--- src/rtl/apb_master_pkg.sv ---
// Shared types and default sizes for the APB master bridge.
package apb_master_pkg;

  localparam int DEF_ADDRESSWIDTH   = 4;
  localparam int DEF_DATAWIDTH      = 8;
  localparam int DEF_FIFO_DEPTH     = 2;
  localparam int DEF_TIMEOUT_CYCLES = 16;

  typedef enum logic [1:0] {
    IDLE   = 2'd0,
    SETUP  = 2'd1,
    ACCESS = 2'd2
  } state_t;

  typedef struct packed {
    logic                        write;
    logic [DEF_ADDRESSWIDTH-1:0] addr;
    logic [DEF_DATAWIDTH-1:0]    wdata;
  } cmd_t;

  // Width of one packed command entry {write, addr, wdata}.
  function automatic int cmd_width(input int aw, input int dw);
    return 1 + aw + dw;
  endfunction

endpackage

--- src/rtl/apb_master_bridge_if.sv ---
// Command stream, response beat and APB bus of the master bridge.
interface apb_master_bridge_if
  import apb_master_pkg::*;
#(
  parameter int ADDRESSWIDTH = DEF_ADDRESSWIDTH,
  parameter int DATAWIDTH    = DEF_DATAWIDTH
);

  logic                    cmd_valid;
  logic                    cmd_ready;
  logic                    cmd_write;
  logic [ADDRESSWIDTH-1:0] cmd_addr;
  logic [DATAWIDTH-1:0]    cmd_wdata;

  logic                    rsp_valid;
  logic                    rsp_write;
  logic [DATAWIDTH-1:0]    rsp_rdata;
  logic                    rsp_timeout;
  logic                    busy;

  logic [ADDRESSWIDTH-1:0] PADDR;
  logic [DATAWIDTH-1:0]    PWDATA;
  logic                    PWRITE;
  logic                    PSELx;
  logic                    PENABLE;
  logic [DATAWIDTH-1:0]    PRDATA;
  logic                    PREADY;

  // Bridge side: accepts commands, emits responses, drives the APB bus.
  modport master (
    input  cmd_valid, cmd_write, cmd_addr, cmd_wdata, PRDATA, PREADY,
    output cmd_ready, rsp_valid, rsp_write, rsp_rdata, rsp_timeout, busy,
    output PADDR, PWDATA, PWRITE, PSELx, PENABLE
  );

  // Environment side: sequencer plus APB slave.
  modport slave (
    output cmd_valid, cmd_write, cmd_addr, cmd_wdata, PRDATA, PREADY,
    input  cmd_ready, rsp_valid, rsp_write, rsp_rdata, rsp_timeout, busy,
    input  PADDR, PWDATA, PWRITE, PSELx, PENABLE
  );

endinterface

--- src/rtl/apb_cmd_fifo.sv ---
// Small synchronous FIFO queuing APB commands ahead of the bus FSM.
module apb_cmd_fifo #(
  parameter int DEPTH = 2,
  parameter int WIDTH = 13
) (
  input  logic             PCLK,
  input  logic             PRESETn,
  input  logic             push,
  input  logic [WIDTH-1:0] wdata,
  input  logic             pop,
  output logic [WIDTH-1:0] rdata,
  output logic             full,
  output logic             empty
);

  localparam int PW = $clog2(DEPTH);

  logic [WIDTH-1:0] mem [DEPTH];
  logic [PW-1:0]    wr_ptr;
  logic [PW-1:0]    rd_ptr;
  logic [PW:0]      count;
  logic             do_push;
  logic             do_pop;

  assign do_push = push & ~full;
  assign do_pop  = pop & ~empty;
  assign full    = (count == (PW+1)'(DEPTH));
  assign empty   = (count == '0);
  assign rdata   = mem[rd_ptr];

  // Storage needs no reset: the pointers decide which entries are visible.
  always_ff @(posedge PCLK) begin
    if (do_push) mem[wr_ptr] <= wdata;
  end

  // Pointers wrap naturally because DEPTH is a power of two.
  always_ff @(posedge PCLK or negedge PRESETn) begin
    if (!PRESETn) begin
      wr_ptr <= '0;
      rd_ptr <= '0;
      count  <= '0;
    end else begin
      if (do_push) wr_ptr <= wr_ptr + 1'b1;
      if (do_pop)  rd_ptr <= rd_ptr + 1'b1;
      case ({do_push, do_pop})
        2'b10:   count <= count + 1'b1;
        2'b01:   count <= count - 1'b1;
        default: count <= count;
      endcase
    end
  end

endmodule

--- src/rtl/apb_master_bridge.sv ---
// APB3 initiator: drains queued commands onto the bus, one response per transfer.
module apb_master_bridge
  import apb_master_pkg::*;
#(
  parameter int ADDRESSWIDTH   = DEF_ADDRESSWIDTH,
  parameter int DATAWIDTH      = DEF_DATAWIDTH,
  parameter int FIFO_DEPTH     = DEF_FIFO_DEPTH,
  parameter int TIMEOUT_CYCLES = DEF_TIMEOUT_CYCLES
) (
  input logic                 PCLK,
  input logic                 PRESETn,
  apb_master_bridge_if.master bus
);

  localparam int CW = cmd_width(ADDRESSWIDTH, DATAWIDTH);
  localparam int TW = (TIMEOUT_CYCLES > 1) ? $clog2(TIMEOUT_CYCLES) : 1;

  state_t                  state_q, state_d;
  logic [ADDRESSWIDTH-1:0] paddr_q, paddr_d;
  logic [DATAWIDTH-1:0]    pwdata_q, pwdata_d;
  logic                    pwrite_q, pwrite_d;
  logic                    psel_q, psel_d;
  logic                    penable_q, penable_d;
  logic [TW-1:0]           tcnt_q, tcnt_d;
  logic                    rsp_valid_q, rsp_valid_d;
  logic                    rsp_write_q, rsp_write_d;
  logic [DATAWIDTH-1:0]    rsp_rdata_q, rsp_rdata_d;
  logic                    rsp_timeout_q, rsp_timeout_d;

  logic [CW-1:0]           fifo_wdata;
  logic [CW-1:0]           fifo_rdata;
  logic                    full;
  logic                    empty;
  logic                    push;
  logic                    pop;
  logic                    head_write;
  logic [ADDRESSWIDTH-1:0] head_addr;
  logic [DATAWIDTH-1:0]    head_wdata;

  assign push       = bus.cmd_valid & ~full;
  assign fifo_wdata = {bus.cmd_write, bus.cmd_addr, bus.cmd_wdata};
  assign head_write = fifo_rdata[CW-1];
  assign head_addr  = fifo_rdata[DATAWIDTH +: ADDRESSWIDTH];
  assign head_wdata = fifo_rdata[DATAWIDTH-1:0];

  apb_cmd_fifo #(
    .DEPTH (FIFO_DEPTH),
    .WIDTH (CW)
  ) u_fifo (
    .PCLK    (PCLK),
    .PRESETn (PRESETn),
    .push    (push),
    .wdata   (fifo_wdata),
    .pop     (pop),
    .rdata   (fifo_rdata),
    .full    (full),
    .empty   (empty)
  );

  // Next-state and next-output logic; a pop always loads the head into the bus registers.
  always_comb begin
    state_d       = state_q;
    paddr_d       = paddr_q;
    pwdata_d      = pwdata_q;
    pwrite_d      = pwrite_q;
    psel_d        = psel_q;
    penable_d     = penable_q;
    tcnt_d        = tcnt_q;
    rsp_valid_d   = 1'b0;
    rsp_write_d   = 1'b0;
    rsp_rdata_d   = '0;
    rsp_timeout_d = 1'b0;
    pop           = 1'b0;
    case (state_q)
      IDLE: begin
        if (!empty) begin
          pop       = 1'b1;
          paddr_d   = head_addr;
          pwdata_d  = head_wdata;
          pwrite_d  = head_write;
          psel_d    = 1'b1;
          penable_d = 1'b0;
          state_d   = SETUP;
        end
      end
      SETUP: begin
        penable_d = 1'b1;
        tcnt_d    = '0;
        state_d   = ACCESS;
      end
      ACCESS: begin
        if (bus.PREADY) begin
          rsp_valid_d = 1'b1;
          rsp_write_d = pwrite_q;
          rsp_rdata_d = pwrite_q ? '0 : bus.PRDATA;
          penable_d   = 1'b0;
          if (!empty) begin
            pop      = 1'b1;
            paddr_d  = head_addr;
            pwdata_d = head_wdata;
            pwrite_d = head_write;
            state_d  = SETUP;
          end else begin
            psel_d  = 1'b0;
            state_d = IDLE;
          end
        end else if (TIMEOUT_CYCLES != 0 && tcnt_q == TW'(TIMEOUT_CYCLES - 1)) begin
          psel_d        = 1'b0;
          penable_d     = 1'b0;
          rsp_valid_d   = 1'b1;
          rsp_write_d   = pwrite_q;
          rsp_timeout_d = 1'b1;
          state_d       = IDLE;
        end else begin
          tcnt_d = tcnt_q + 1'b1;
        end
      end
      default: begin
        psel_d    = 1'b0;
        penable_d = 1'b0;
        state_d   = IDLE;
      end
    endcase
  end

  // State, bus and response registers; reset drops the bus immediately.
  always_ff @(posedge PCLK or negedge PRESETn) begin
    if (!PRESETn) begin
      state_q       <= IDLE;
      paddr_q       <= '0;
      pwdata_q      <= '0;
      pwrite_q      <= 1'b0;
      psel_q        <= 1'b0;
      penable_q     <= 1'b0;
      tcnt_q        <= '0;
      rsp_valid_q   <= 1'b0;
      rsp_write_q   <= 1'b0;
      rsp_rdata_q   <= '0;
      rsp_timeout_q <= 1'b0;
    end else begin
      state_q       <= state_d;
      paddr_q       <= paddr_d;
      pwdata_q      <= pwdata_d;
      pwrite_q      <= pwrite_d;
      psel_q        <= psel_d;
      penable_q     <= penable_d;
      tcnt_q        <= tcnt_d;
      rsp_valid_q   <= rsp_valid_d;
      rsp_write_q   <= rsp_write_d;
      rsp_rdata_q   <= rsp_rdata_d;
      rsp_timeout_q <= rsp_timeout_d;
    end
  end

  assign bus.cmd_ready   = ~full;
  assign bus.busy        = ~empty | (state_q != IDLE);
  assign bus.PADDR       = paddr_q;
  assign bus.PWDATA      = pwdata_q;
  assign bus.PWRITE      = pwrite_q;
  assign bus.PSELx       = psel_q;
  assign bus.PENABLE     = penable_q;
  assign bus.rsp_valid   = rsp_valid_q;
  assign bus.rsp_write   = rsp_write_q;
  assign bus.rsp_rdata   = rsp_rdata_q;
  assign bus.rsp_timeout = rsp_timeout_q;

endmodule

--- src/flat_wrapper.sv ---
// flat-port wrapper written by rule: the top's interface ports become plain ports
module apb_master_bridge_flat import apb_master_pkg::*;
#(
  parameter int ADDRESSWIDTH   = DEF_ADDRESSWIDTH,
  parameter int DATAWIDTH      = DEF_DATAWIDTH,
  parameter int FIFO_DEPTH     = DEF_FIFO_DEPTH,
  parameter int TIMEOUT_CYCLES = DEF_TIMEOUT_CYCLES
)
  (PCLK, PRESETn, bus_cmd_valid, bus_cmd_write, bus_cmd_addr, bus_cmd_wdata, bus_PRDATA, bus_PREADY, bus_cmd_ready, bus_rsp_valid, bus_rsp_write, bus_rsp_rdata, bus_rsp_timeout, bus_busy, bus_PADDR, bus_PWDATA, bus_PWRITE, bus_PSELx, bus_PENABLE);
  apb_master_bridge_if #(.ADDRESSWIDTH(ADDRESSWIDTH), .DATAWIDTH(DATAWIDTH)) bus_i ();
  input logic PCLK;
  input logic PRESETn;
  input wire logic [$bits(bus_i.cmd_valid)-1:0] bus_cmd_valid;
  input wire logic [$bits(bus_i.cmd_write)-1:0] bus_cmd_write;
  input wire logic [$bits(bus_i.cmd_addr)-1:0] bus_cmd_addr;
  input wire logic [$bits(bus_i.cmd_wdata)-1:0] bus_cmd_wdata;
  input wire logic [$bits(bus_i.PRDATA)-1:0] bus_PRDATA;
  input wire logic [$bits(bus_i.PREADY)-1:0] bus_PREADY;
  output wire logic [$bits(bus_i.cmd_ready)-1:0] bus_cmd_ready;
  output wire logic [$bits(bus_i.rsp_valid)-1:0] bus_rsp_valid;
  output wire logic [$bits(bus_i.rsp_write)-1:0] bus_rsp_write;
  output wire logic [$bits(bus_i.rsp_rdata)-1:0] bus_rsp_rdata;
  output wire logic [$bits(bus_i.rsp_timeout)-1:0] bus_rsp_timeout;
  output wire logic [$bits(bus_i.busy)-1:0] bus_busy;
  output wire logic [$bits(bus_i.PADDR)-1:0] bus_PADDR;
  output wire logic [$bits(bus_i.PWDATA)-1:0] bus_PWDATA;
  output wire logic [$bits(bus_i.PWRITE)-1:0] bus_PWRITE;
  output wire logic [$bits(bus_i.PSELx)-1:0] bus_PSELx;
  output wire logic [$bits(bus_i.PENABLE)-1:0] bus_PENABLE;
  assign bus_i.cmd_valid = bus_cmd_valid;
  assign bus_i.cmd_write = bus_cmd_write;
  assign bus_i.cmd_addr = bus_cmd_addr;
  assign bus_i.cmd_wdata = bus_cmd_wdata;
  assign bus_i.PRDATA = bus_PRDATA;
  assign bus_i.PREADY = bus_PREADY;
  assign bus_cmd_ready = bus_i.cmd_ready;
  assign bus_rsp_valid = bus_i.rsp_valid;
  assign bus_rsp_write = bus_i.rsp_write;
  assign bus_rsp_rdata = bus_i.rsp_rdata;
  assign bus_rsp_timeout = bus_i.rsp_timeout;
  assign bus_busy = bus_i.busy;
  assign bus_PADDR = bus_i.PADDR;
  assign bus_PWDATA = bus_i.PWDATA;
  assign bus_PWRITE = bus_i.PWRITE;
  assign bus_PSELx = bus_i.PSELx;
  assign bus_PENABLE = bus_i.PENABLE;
  apb_master_bridge #(.ADDRESSWIDTH(ADDRESSWIDTH), .DATAWIDTH(DATAWIDTH), .FIFO_DEPTH(FIFO_DEPTH), .TIMEOUT_CYCLES(TIMEOUT_CYCLES)) u_core (.PCLK(PCLK), .PRESETn(PRESETn), .bus(bus_i));
endmodule
--- config.mk ---
export PLATFORM = sky130hd
export DESIGN_NAME = apb_master_bridge_flat
export DESIGN_NICKNAME = d
export VERILOG_FILES = /design/src/rtl/apb_master_pkg.sv /design/src/rtl/apb_master_bridge_if.sv /design/src/rtl/apb_cmd_fifo.sv /design/src/rtl/apb_master_bridge.sv /design/src/flat_wrapper.sv
export SDC_FILE = /design/constraint.sdc
export NUM_CORES = 1
export LEC_CHECK = 0
export BUFFER_PORTS_ARGS = -buffer_cell sky130_fd_sc_hd__buf_2
export CAP_MARGIN = 0
export CORE_MARGIN = 10
export CORE_UTILIZATION = 48
export DETAILED_ROUTE_END_ITERATION = 16
export PLACE_DENSITY = 0.86
export SYNTH_ARGS = -nofsm -noshare
export SYNTH_HDL_FRONTEND = slang
export SYNTH_HIERARCHICAL = 1
export SYNTH_SLANG_ARGS = --single-unit
--- constraint.sdc ---
create_clock -name PCLK -period 1.81 [get_ports PCLK]
set_input_delay 0.362 -clock PCLK [delete_from_list [all_inputs] [get_ports PCLK]]
set_output_delay 0.362 -clock PCLK [all_outputs]
set_load 0.01 [all_outputs]
==> flow_summary.toml <==
[status]
status = "complete, no violations"

[yosys]
yosysTopAreaCellShare = 0.372
ys_ff_latch = 61
synth-seq-area-share = 0.704
syn_area_per_cell_um2 = 15.7
synth.largest_area_cell = "dfrtp_1"
netlist_area_mm2 = 0.00235
synthTopCellsByArea = "dfrtp_1 37%, edfxtp_1 33%, mux2_2 12%"
synthDistinctLibCells = 27
syn_inst = 150
yosys_warnings = 6
synth_fp_nets = 177

[worst_setup_path]
cp_data_required_time_ps = 2050
path_buf_inv = 1
crit_chain = "nand2b_1 > inv_1 > nor2b_1 > nand2_1 > ha_1 > xnor2_1 > nor2_1 > xor2_1"
crit_family = "simple AND/OR/NAND/NOR gates"
cp_slowest_cell = "dfrtp_1"
startpoint = "u_core/u_fifo/count[0]"
critPathMaxStageDelay_ps = 430
r2r-start = "u_core/u_fifo/count[0]"
rr_worst_depth = 8
endpoint_kind = "flop"
cp_max_fo = 4
setup.worst_path.class = "flop to flop"
reg2reg_slack_ps = 150
start_kind = "flop"
arrival_ps = 1910
r2r_end = "u_core/u_fifo/count[1]"

[floorplan]
io_pins = 53
initial_core_util = 0.495
fp.dieW_um = 90.0
rows = 25
die_h_um = 90.0
die_area_mm2 = 0.00811
core_region_area_mm2 = 0.00475

[detailed_routing]
topRoutingLayerUsed = "met4"
ant_nets = 0
wirelength_um = 4490
drc = 0
drtIter0Drc = 163
num_vias = 1379
wl_per_cell_um = 15.5
wl_met1_um = 1790
drtPass1Iterations = 4
met2WireLength_um = 2430
viasPerCell = 4.76
dr_wl_met3_um = 180

[clock_network]
tritoncts = "yes"
h-tree-depth = 3
cts-resized-gates = 0
clk_pin_slew_worst_paths_ps = 60
cts.sinks = 61
numCtsBuffers = 9
root_buffer = "clkbuf_8"
worstSkewPairLatency_ps = 330
hold_buffers = 0
post-cts-setup-buffer-count = 0
clockBufferDepth = 2

[global_routing]
grtUsageTotal = 0.118
antenna_found_initial = 0
overflow = 0
grt_pass1_vias = 1497
grt_pass1_wl_um = 7420
grt_max_degree = 36

[sta]
slew_violations = 0
skew_ps = 7.24
period_minus_slack_ps = 1660
rsz0062_at_grt = "no"
hold_viol_final = 0
setup_ws_ps = 147
timing.final.crit_share = 0.919
setup_violations = 0
slew_headroom = 0.638
fmax_mhz = 601
finalSetupTns_ps = 0
worst_pin_slew_ps = 541

[finish]
syn_to_final_growth_pct = 24.2
final_common_cell = "buf_2"
drive_above_1_share = 0.471
mostFrequentLayoutCells = "52 x buf_2, 35 x dfrtp_1, 26 x mux2_2, 26 x edfxtp_1, 10 x clkbuf_8"
antenna_cells = 0
nets = 245

[hold_path]
hold_path.class = "primary input to asynchronous set/reset pin"

[pwr]
power.density_mw_per_mm2 = 1680
peakVddDrop_mv = 0.949
leakagePower_nw = 1.33

[job]
drv_cap = 0

[placement]
dp_slack_ps = 174
place_hpwl_um = 3340
port-buffer-count = 52
routabilityCongestion = 0.845
## flip-flops by register name (all words and copies together), names as in the netlist, 2 cells and up
name                  flops
u_core/tcnt_q             4
u_core/bus.rsp_rdata      8
u_core/u_fifo/mem        26
u_core/bus.PWDATA         8
u_core/bus.PADDR          4
u_core/u_fifo/count       2
## worst max-delay path by stage
stage,to,slack (ps),depth (start not counted)
floorplan,u_core/u_fifo/count[1],30,9
global placement,u_core/u_fifo/count[1],290,8
detailed placement,u_core/u_fifo/count[1],170,7
CTS,u_core/u_fifo/count[1],150,8
global route,u_core/u_fifo/count[1],50,8
finish,u_core/u_fifo/count[1],150,8
## synth_stat cells
cell       number
buf_6           2
nand3_1         3
and3_1          1
nand2b_1        2
and2_1          9
o21ai_0         1
inv_2           1
nor2_1          7
edfxtp_1       26
nand2_1         7
o21ai_2         1
a31oi_1         1
xnor2_1         3
xor2_1          3
a21oi_1         2
nor2b_2         1
o2111ai_1       1
mux2i_1         3
nor4b_2         1
mux2_2         26
nor2b_1         1
or3b_1          1
inv_1           6
ha_1            2
dfrtp_1        35
nor3_1          3
nand2b_4        1
## stage by stage
stage | instances | instance area [um^2] | power (mW) | utilization | hold WS [ps]
2_1_floorplan | 150 | 2360 | 3.25 | - | 66.4
3_3_place_gp | 274 | 2730 | 3.74 | 0.574 | 426
3_5_place_dp | 274 | 2730 | 3.83 | 0.574 | 430
4_1_cts | 290 | 2920 | 4.99 | 0.615 | 71.7
5_1_grt | 290 | 2920 | 5.24 | 0.615 | 95.1
6_report | 290 | 2920 | 4.92 | 0.615 | 70.1
## logic make-up (layout without fill, tap and decap cells)
logic type,count (synthesis),in the layout,share of synthesized area
buffers and inverters,9,82,0.0207
xor gates and xnor gates,6,6,0.0223
muxes,29,29,0.137
AOI/OAI and AO/OA,6,6,0.0165
and+or+nand+nor,37,37,0.0893
DFF,61,61,0.704
adders and majority gates,2,2,0.0106
## final cells by class
class                      count  area, um^2
clock buffer                  11         141
timing repair buffer          59         313
sequential                    61        1660
tap                           67        83.8
inverter                       7        26.3
fill                         371        1830
multi-input combinational     80         652
clock inverter                 5        51.3
## where the power goes
group	total, mW	internal (mW)	switching, mW
Clock	1.14	0.663	0.480
Sequential	2.14	1.90	0.246
Combinational	1.64	0.838	0.799
## layer usage
layer	up-vias	track usage
met5	-	0
met4	0	0.0716
met3	8	0.0357
li1	668	-
met2	33	0.201
met1	670	0.125
Power figures use the tool's default switching activity.
